--- config.mk ---
export PLATFORM = sky130hd
export DESIGN_NAME = deserializer_flat
export DESIGN_NICKNAME = d
export VERILOG_FILES = /design/src/rtl/deserializer_if.sv /design/src/rtl/deserializer.sv /design/src/flat_wrapper.sv
export SDC_FILE = /design/constraint.sdc
export NUM_CORES = 1
export LEC_CHECK = 0
export CORE_MARGIN = 2
export CORE_UTILIZATION = 43
export DETAILED_ROUTE_END_ITERATION = 10
export GPL_ROUTABILITY_DRIVEN = 0
export SYNTH_ARGS = -nofsm -noshare
export SYNTH_HDL_FRONTEND = slang
export SYNTH_SLANG_ARGS = --single-unit
--- constraint.sdc ---
create_clock -name clk_i -period 2.6 [get_ports clk_i]
set_clock_uncertainty 0.1 [all_clocks]
set_input_delay 0.65 -clock clk_i [delete_from_list [all_inputs] [get_ports clk_i]]
set_output_delay 0.65 -clock clk_i [all_outputs]
set_load 0.05 [all_outputs]
--- src/rtl/deserializer_if.sv ---
// Serial-in / parallel-out bus bundle for the deserializer.
// The slave modport is the deserializer; the master modport is the serial
// source that also consumes the recovered words.
interface deserializer_if #(
    parameter int unsigned DATA_W     = 16,
    parameter int unsigned DATA_MOD_W = 4
);
    logic                  ser_data_i;
    logic                  ser_data_val_i;
    logic [DATA_W-1:0]     deser_data_o;
    logic [DATA_MOD_W-1:0] deser_data_mod_o;
    logic                  deser_data_val_o;
    logic                  busy_o;

    modport slave (
        input  ser_data_i,
        input  ser_data_val_i,
        output deser_data_o,
        output deser_data_mod_o,
        output deser_data_val_o,
        output busy_o
    );

    modport master (
        output ser_data_i,
        output ser_data_val_i,
        input  deser_data_o,
        input  deser_data_mod_o,
        input  deser_data_val_o,
        input  busy_o
    );
endinterface

--- src/rtl/deserializer.sv ---
// Serial-to-parallel deserializer: collects an MSB-first bit stream into
// DATA_W-bit words and emits each word with a one-cycle valid pulse.
// Optional feature macro: DESERIALIZER_TIMEOUT_EN -- flush a partial word
// (with its bit count in deser_data_mod_o) after IDLE_TIMEOUT idle cycles.
module deserializer #(
    parameter int unsigned DATA_W       = 16,
    parameter int unsigned DATA_MOD_W   = 4,
    parameter int unsigned IDLE_TIMEOUT = 8
) (
    input  logic            clk_i,
    input  logic            arst_n_i,
    deserializer_if.slave   bus
);

    localparam int unsigned CNT_W  = DATA_MOD_W;
    localparam int unsigned IDLE_W = $clog2(IDLE_TIMEOUT + 1);

    localparam logic [CNT_W-1:0]  CNT_LAST  = CNT_W'(DATA_W - 1);
    localparam logic [IDLE_W-1:0] IDLE_LAST = IDLE_W'(IDLE_TIMEOUT - 1);

`ifdef DESERIALIZER_TIMEOUT_EN
    localparam bit TIMEOUT_EN = 1'b1;
`else
    localparam bit TIMEOUT_EN = 1'b0;
`endif

    // Bit counter doubles as the IDLE (0) / COLLECT (!=0) state
    logic [CNT_W-1:0]      cnt_q,   cnt_d;
    logic [DATA_W-1:0]     shift_q, shift_d;
    logic [IDLE_W-1:0]     idle_q,  idle_d;
    logic [DATA_W-1:0]     data_q,  data_d;
    logic [DATA_MOD_W-1:0] mod_q,   mod_d;
    logic                  val_q,   val_d;
    logic                  busy_q,  busy_d;

    // Buffer position of the incoming bit: first bit lands in the MSB
    logic [CNT_W-1:0]      bit_idx_c;
    assign bit_idx_c = CNT_LAST - cnt_q;

    // Next-state: accept a bit, complete a word, or count idle toward a flush
    always_comb begin
        cnt_d   = cnt_q;
        shift_d = shift_q;
        idle_d  = idle_q;
        data_d  = data_q;
        mod_d   = mod_q;
        val_d   = 1'b0;

        if (bus.ser_data_val_i) begin
            // A valid bit always wins, including on the would-be flush edge
            shift_d[bit_idx_c] = bus.ser_data_i;
            idle_d             = '0;
            if (cnt_q == CNT_LAST) begin
                data_d  = shift_d;
                mod_d   = '0;
                val_d   = 1'b1;
                shift_d = '0;
                cnt_d   = '0;
            end else begin
                cnt_d = cnt_q + CNT_W'(1);
            end
        end else if (TIMEOUT_EN && (cnt_q != '0)) begin
            // Idle counter runs only while a partial word is held
            if (idle_q == IDLE_LAST) begin
                data_d  = shift_q;
                mod_d   = cnt_q;
                val_d   = 1'b1;
                shift_d = '0;
                cnt_d   = '0;
                idle_d  = '0;
            end else begin
                idle_d = idle_q + IDLE_W'(1);
            end
        end

        busy_d = (cnt_d != '0);
    end

    // State and output registers
    always_ff @(posedge clk_i or negedge arst_n_i) begin
        if (!arst_n_i) begin
            cnt_q   <= '0;
            shift_q <= '0;
            idle_q  <= '0;
            data_q  <= '0;
            mod_q   <= '0;
            val_q   <= 1'b0;
            busy_q  <= 1'b0;
        end else begin
            cnt_q   <= cnt_d;
            shift_q <= shift_d;
            idle_q  <= idle_d;
            data_q  <= data_d;
            mod_q   <= mod_d;
            val_q   <= val_d;
            busy_q  <= busy_d;
        end
    end

    assign bus.deser_data_o     = data_q;
    assign bus.deser_data_mod_o = mod_q;
    assign bus.deser_data_val_o = val_q;
    assign bus.busy_o           = busy_q;

endmodule
--- src/flat_wrapper.sv ---
// flat-port wrapper written by rule: the top's interface ports become plain ports
module deserializer_flat 
#(
    parameter int unsigned DATA_W       = 16,
    parameter int unsigned DATA_MOD_W   = 4,
    parameter int unsigned IDLE_TIMEOUT = 8
)
  (clk_i, arst_n_i, bus_ser_data_i, bus_ser_data_val_i, bus_deser_data_o, bus_deser_data_mod_o, bus_deser_data_val_o, bus_busy_o);
  deserializer_if #(.DATA_W(DATA_W), .DATA_MOD_W(DATA_MOD_W)) bus_i ();
  input  logic clk_i;
  input  logic arst_n_i;
  input wire logic [$bits(bus_i.ser_data_i)-1:0] bus_ser_data_i;
  input wire logic [$bits(bus_i.ser_data_val_i)-1:0] bus_ser_data_val_i;
  output wire logic [$bits(bus_i.deser_data_o)-1:0] bus_deser_data_o;
  output wire logic [$bits(bus_i.deser_data_mod_o)-1:0] bus_deser_data_mod_o;
  output wire logic [$bits(bus_i.deser_data_val_o)-1:0] bus_deser_data_val_o;
  output wire logic [$bits(bus_i.busy_o)-1:0] bus_busy_o;
  assign bus_i.ser_data_i = bus_ser_data_i;
  assign bus_i.ser_data_val_i = bus_ser_data_val_i;
  assign bus_deser_data_o = bus_i.deser_data_o;
  assign bus_deser_data_mod_o = bus_i.deser_data_mod_o;
  assign bus_deser_data_val_o = bus_i.deser_data_val_o;
  assign bus_busy_o = bus_i.busy_o;
  deserializer #(.DATA_W(DATA_W), .DATA_MOD_W(DATA_MOD_W), .IDLE_TIMEOUT(IDLE_TIMEOUT)) u_core (.clk_i(clk_i), .arst_n_i(arst_n_i), .bus(bus_i));
endmodule
==> results of run 1 <==
## metal layers
layer / up-vias / wire length (µm)
met5: - / 0
met4: 0 / 49
met3: 6 / 115
met2: 29 / 1830
met1: 695 / 1835
li1: 701 / -
## logic make-up after synthesis
kind of cell | after synthesis
compound gates | 51
xor+xnor | 1
fa+ha+maj | 5
buf+inv | 23
flops | 38
mux | 18
other cells | 1
simple gates | 62
## registers in the layout (all words and copies together), names as in the netlist
name	cells
u_core.shift_q	16
u_core.bus.busy_o	1
u_core.cnt_q	4
u_core.bus.deser_data_o	16
u_core.bus.deser_data_val_o	1
## layout by cell type (no fill, tap or decap), drive strengths merged
cell,n
a21oi,8
a22o,1
a31oi,1
and2,1
and2b,1
and3,4
buf,5
clkbuf,7
clkdlybuf4s50,20
clkinv,1
conb,4
dfrtp,38
ha,5
inv,5
mux2i,18
nand2,40
nand2b,2
nand3,5
nand3b,4
nor2,2
nor3b,1
o21ai,37
o2bb2ai,3
o41ai,1
or3,1
or4,1
xnor2,1
## per-stage QoR
stage / utilization, % / total power, mW / worst slack [ps]
2_1_floorplan: - / 1.907 / 772.5
3_3_place_gp: 49.26 / 2.223 / 157.1
3_5_place_dp: 49.26 / 2.250 / 121.7
4_1_cts: 51.34 / 2.665 / 393.8
5_1_grt: 51.34 / 2.836 / 299.0
6_report: 51.34 / 2.646 / 405.1
## worst max path at each step
| stage | from | to | slack (ps) | cells after the start |
|---|---|---|---|---|
| final | u_core.bus.deser_data_o[5]$_DFFE_PN0P_ | bus_deser_data_o[5] | 410 | 1 |
| after global routing | bus_ser_data_val_i | u_core.bus.busy_o$_DFF_PN0_ | 300 | 5 |
| after CTS | u_core.bus.deser_data_o[5]$_DFFE_PN0P_ | bus_deser_data_o[5] | 390 | 1 |
| after detailed placement | bus_ser_data_val_i | u_core.bus.deser_data_o[14]$_DFFE_PN0P_ | 120 | 6 |
| after global placement | bus_ser_data_val_i | u_core.bus.busy_o$_DFF_PN0_ | 160 | 5 |
| after floorplan | bus_ser_data_val_i | u_core.bus.deser_data_o[1]$_DFFE_PN0P_ | 770 | 7 |
## power breakdown
group	leakage, nW	switching (mW)	internal [mW]
Clock	0.0482	0.193	0.214
Sequential	0.480	0.172	0.813
Combinational	0.544	0.802	0.451
Total	1.07	1.17	1.48
## cell type report
class / instances / area share [%]
flip-flops and latches: 38 / 42.25
multi-input cells: 141 / 39.52
repair buffers: 25 / 10.45
clock buffers: 7 / 3.835
well taps: 52 / 2.890
inverters: 5 / 0.8338
clock inverters: 1 / 0.2223
==> summary.md, run 1 <==
| Metric | Value |
|---|---|
| Share of the synthesized area in the top cell type | `48.41%` |
| Max Slew Vio Count | `0` |
| Max_cap viols | `0` |
| Antenna cells | `0` |
| Synth cell types | `30` |
| TritonCTS clock tree | `done` |
| Critical path's slowest cell | `clkdlybuf4s50_1` |
| Initial Utilization | `44.81%` |
| Global Route Usage Sum | `16.36%` |
| Vias | `1431` |
| Port bufs | `21` |
| Congestion Overflow GR | `0` |
| Die area | `5125 µm²` |
| Area leader, netlist | `dfrtp_1` |
| Crit. End Element | `primary output` |
| Cell area after layout | `2251 µm²` |
| Post-CTS setup buffer count | `0` |
| Placed cells | `261` |
| Ys async rst share | `100.0%` |
| Status | `completed` |
| Via density | `5.320` |
| Crit path buf inv count | `1` |
| Most frequent cell after synthesis | `nand2_1` |
| Slew @ Worst Pin | `840.2 ps` |
| VDD IR max | `0.5460 mV` |
| Row count | `24` |
| Mux cell area share after synthesis | `9.172%` |
| Worst r2r src | `u_core.cnt_q[0]$_DFF_PN0_` |
| Largest family of logic cells by synthesized area | `compound AO/OA/AOI/OAI gates` |
| Min Hold Slack | `369.0 ps` |
| LEAKAGE | `1.073 nW` |
| Slew headroom | `43.98%` |
| H-tree depth | `2` |
| Post-Synth XOR/XNOR Area | `0.4459%` |
| Fraction of layout cells with a size suffix above 1 | `12.90%` |
| Crit share post-route | `84.42%` |
| Global routing's busiest layer | `met2` |
| Cell Area, Synth | `1964 µm²` |
| Hold Path Class | `in -> async` |
| Number of global-route vias before repair | `1370` |
| Num Clock Sinks | `38` |
| Crit-path leading delay family | `buffers and inverters` |
| Fin nets | `225` |
| Core Box Area | `4384 µm²` |
| Clk_lat worst skew | `280 ps` |
| Top-level I/O count | `26` |
| DIE WIDTH | `71.59 µm` |
| CTS clk-pin slew, worst paths | `70 ps` |
| TNS Setup | `0 ps` |
| Top_reg_cell synth | `dfrtp_1` |
| GR Layer Usage met3 | `4.641%` |
| Cell Count, Final, Fillers Out | `269` |
| Multi-input combinational cell area | `889.6 µm²` |
| Post-synth top cells | `nand2_1, dfrtp_1, o21ai_0` |
| CTS Buf Count | `5` |
| Power Density | `1175 nW/µm²` |
| Drt pass-1 iters | `5` |
| First-pass GRT wire length | `6527 µm` |
| Top cells by area, synth | `dfrtp_1, mux2i_1, nand2_1` |
| Cts repair resizes | `0` |
| Cells after Synth | `199` |
| # hold bufs at CTS | `0` |
| Synthesis-stage register bit count | `38` |
| Yosys Warn Count | `0` |
| Crit path launch type | `flop` |
| Post-synthesis adder-cell area fraction | `3.185%` |
| Die height | `71.59 µm` |
| EDFF count, synth | `0` |
| R2r endpoint | `u_core.bus.deser_data_o[13]$_DFFE_PN0P_` |
| R2R Setup Slk | `660 ps` |
| CP arrival | `1440 ps` |
| DP HPWL | `2662 µm` |
| Largest net degree at the start of global routing | `39` |
| Wire length per cell | `14.24 µm` |
| Met1 Usage GRT | `21.72%` |
| Max incr delay on CP | `810 ps` |
| Avg Cell Area, Syn | `9.871 µm²` |
| Synth-to-layout area growth | `14.59%` |
| RSZ-0062 raised after global routing | `false` |
| Total Wirelength | `3831 µm` |
| Register area | `950.9 µm²` |
| Clock Root Buffer | `clkbuf_8` |
| DRT iter0 DRCs | `129` |
| Finish-stage setup viols | `0` |
| Sequential-to-total area share from yosys stat | `48.41%` |
| Required @ worst endpoint | `1850 ps` |
| F_max | `0.4556 GHz` |
| Compound-Gate Fraction of Synth Area | `16.69%` |
| Hold Vio Cnt, Final | `0` |
| Critical Path Fanout Max | `2` |
| Clk buf depth | `2` |
| Initial antenna violation count | `0` |
| Placed cell areas | `2160 µm²` |
| Cells on worst reg2reg path | `5` |
| Grt met2 use | `26.03%` |
| FILL cells | `412` |
| DRT antenna net count | `0` |
| CP Class | `reg -> out` |
| Tmin final | `2195 ps` |
| Critical-path cell list | `clkdlybuf4s50_1` |
| Post-Synth Simple-Gate Area | `15.03%` |
| Residual DRC count | `0` |
Power figures use the tool's default switching activity.
==> inputs of run 2 (changes only) <==
- PLACE_DENSITY: not set -> 0.67
- clock period: 2.6 -> 1.8 ns (I/O delays scaled with it)
==> run 2 against run 1 <==
Utilization increased by 7.1 points. Total power increased by 65%. Combinational power increased by 79%. Clock-buffer cell count increased by 1. Critical path depth increased by 4. Hold slack improved by 20 ps. Design area increased by 14%. First-iteration DRC count decreased by 26%. Die area unchanged. Non-clock buffer count increased by 11. Flip-flop and latch count unchanged.
==> summary.md, run 2 (synthesized netlist as in run 1, its figures left out) <==
| Metric | Value |
|---|---|
| Required @ worst endpoint | `1860 ps` |
| Crit-path leading delay family | `simple AND/OR/NAND/NOR gates` |
| Fin nets | `236` |
| DP HPWL | `2586 µm` |
| Finish-stage setup viols | `0` |
| Max Slew Vio Count | `0` |
| DRT iter0 DRCs | `95` |
| Clk_lat worst skew | `290 ps` |
| Tmin final | `1713 ps` |
| Crit. End Element | `flop` |
| Top-level I/O count | `26` |
| Critical path's slowest cell | `or4_1` |
| Initial Utilization | `44.81%` |
| Placed cell areas | `2415 µm²` |
| Clk buf depth | `2` |
| CTS clk-pin slew, worst paths | `70 ps` |
| Clock Root Buffer | `clkbuf_8` |
| CTS Buf Count | `5` |
| Congestion Overflow GR | `0` |
| Max incr delay on CP | `520 ps` |
| DRT antenna net count | `0` |
| Largest net degree at the start of global routing | `22` |
| Tot Pwr | `4.377 mW` |
| H-tree depth | `2` |
| Global Route Usage Sum | `16.12%` |
| Hold Vio Cnt, Final | `0` |
| CP Class | `reg -> reg` |
| CP arrival | `1770 ps` |
| Critical-path cell list | `ha_2 -> a21oi_1 -> o21ai_1 -> o41ai_1 -> or4_1` |
| Vias | `1418` |
| LEAKAGE | `1.235 nW` |
| F_max | `0.5837 GHz` |
| Critical Path Fanout Max | `5` |
| Number of global-route vias before repair | `1388` |
| Commonest non-fill, non-tap cell in the layout | `nand2_1` |
| First-pass GRT wire length | `6451 µm` |
| Most frequent cells in the layout | `nand2_1, dfrtp_1, o21ai_0` |
| Residual DRC count | `0` |
| Num Clock Sinks | `38` |
| Wire length per cell | `12.87 µm` |
| FILL cells | `372` |
| Fin util | `58.48%` |
| Die area | `5125 µm²` |
| Port bufs | `21` |
| Die height | `71.59 µm` |
| Crit path buf inv count | `0` |
| Power Density | `1707 nW/µm²` |
| Crit path launch type | `flop` |
| Register area | `953.4 µm²` |
| Cell area after layout | `2564 µm²` |
| TritonCTS clock tree | `done` |
| Crit share post-route | `95.17%` |
| Hold Path Class | `reg -> reg` |
| Initial antenna violation count | `0` |
| Synth-to-layout area growth | `30.51%` |
| Status | `completed` |
| Fraction of layout cells with a size suffix above 1 | `27.19%` |
| Row count | `24` |
| Total Wirelength | `3604 µm` |
| RSZ-0062 raised after global routing | `false` |
| DIE WIDTH | `71.59 µm` |
| TNS Setup | `0 ps` |
| Via density | `5.064` |
| Antenna cells | `0` |
| Drt pass-1 iters | `4` |
| VDD IR max | `0.7851 mV` |
| Multi-input combinational cell area | `909.6 µm²` |
| Post-CTS setup buffer count | `0` |
| Core Box Area | `4384 µm²` |
| Max_cap viols | `0` |
## run 2: cell count changes in the layout (fill, tap and decap cells not counted), sizes merged
cell and change:
clkbuf +1, dlygate4sd3 +1, dlymetal6s2s +1, clkdlybuf4s50 -19, clkinv -1, buf +28
## run 2: area by class of cell
class	instances	area share, %
flip-flops and latches	38	37.19
clock buffers	8	4.295
inverters	5	0.7321
well taps	52	2.538
multi-input cells	141	35.48
repair buffers	36	19.77
## run 2: per-layer routing
layer	wire length, µm	track usage (%)	share of wire (%)	up-vias
met5	0	0	0	-
met4	57	6.918	1.6	0
met3	163	3.797	4.5	6
li1	-	-	-	729
met1	1786	23.19	50	652
met2	1596	23.35	44	31
## run 2: power breakdown
part | switching, mW | internal, mW | total [mW]
logic | 1.20 | 1.04 | 2.24
registers | 0.280 | 1.18 | 1.46
clock network | 0.291 | 0.387 | 0.677
## run 2: timing repair
item | CTS | global route
endpoints found under the hold margin | 8 | 0
gates resized for setup | 0 | 8
hold buffers | 1 | 0
setup endpoints to repair | 0 | 14
## run 2: final timing paths
check,slack [ps],start,to,depth (start not counted)
setup / recovery,90,u_core.cnt_q[0]$_DFF_PN0_,u_core.bus.busy_o$_DFF_PN0_,5
hold / removal,390,u_core.shift_q[4]$_DFFE_PN0P_,u_core.shift_q[4]$_DFFE_PN0P_,2
setup reg to reg,90,u_core.cnt_q[0]$_DFF_PN0_,u_core.bus.busy_o$_DFF_PN0_,5
hold reg to reg,390,u_core.shift_q[4]$_DFFE_PN0P_,u_core.shift_q[4]$_DFFE_PN0P_,2
max in group asynchronous,630,arst_n_i,u_core.bus.deser_data_o[13]$_DFFE_PN0P_,3
min in group asynchronous,520,arst_n_i,u_core.cnt_q[0]$_DFF_PN0_,2
## run 2: worst register-to-register path, stage by stage (launching register included)
cell	delay (ps)
dfrtp_2	430
ha_2	260
a21oi_1	60
o21ai_1	110
o41ai_1	100
or4_1	520
## run 2: stage by stage
| step | std cells | setup slack (ps) | hold WS, ps |
|---|---|---|---|
| final | 280 | 86.90 | 388.5 |
| after global routing | 280 | 14.18 | 404.8 |
| after CTS | 280 | 12.10 | 395.2 |
| after detailed placement | 271 | -268.0 | 315.0 |
| after global placement | 271 | -253.1 | 317.8 |
| after floorplan | 202 | 137.8 | 54.41 |
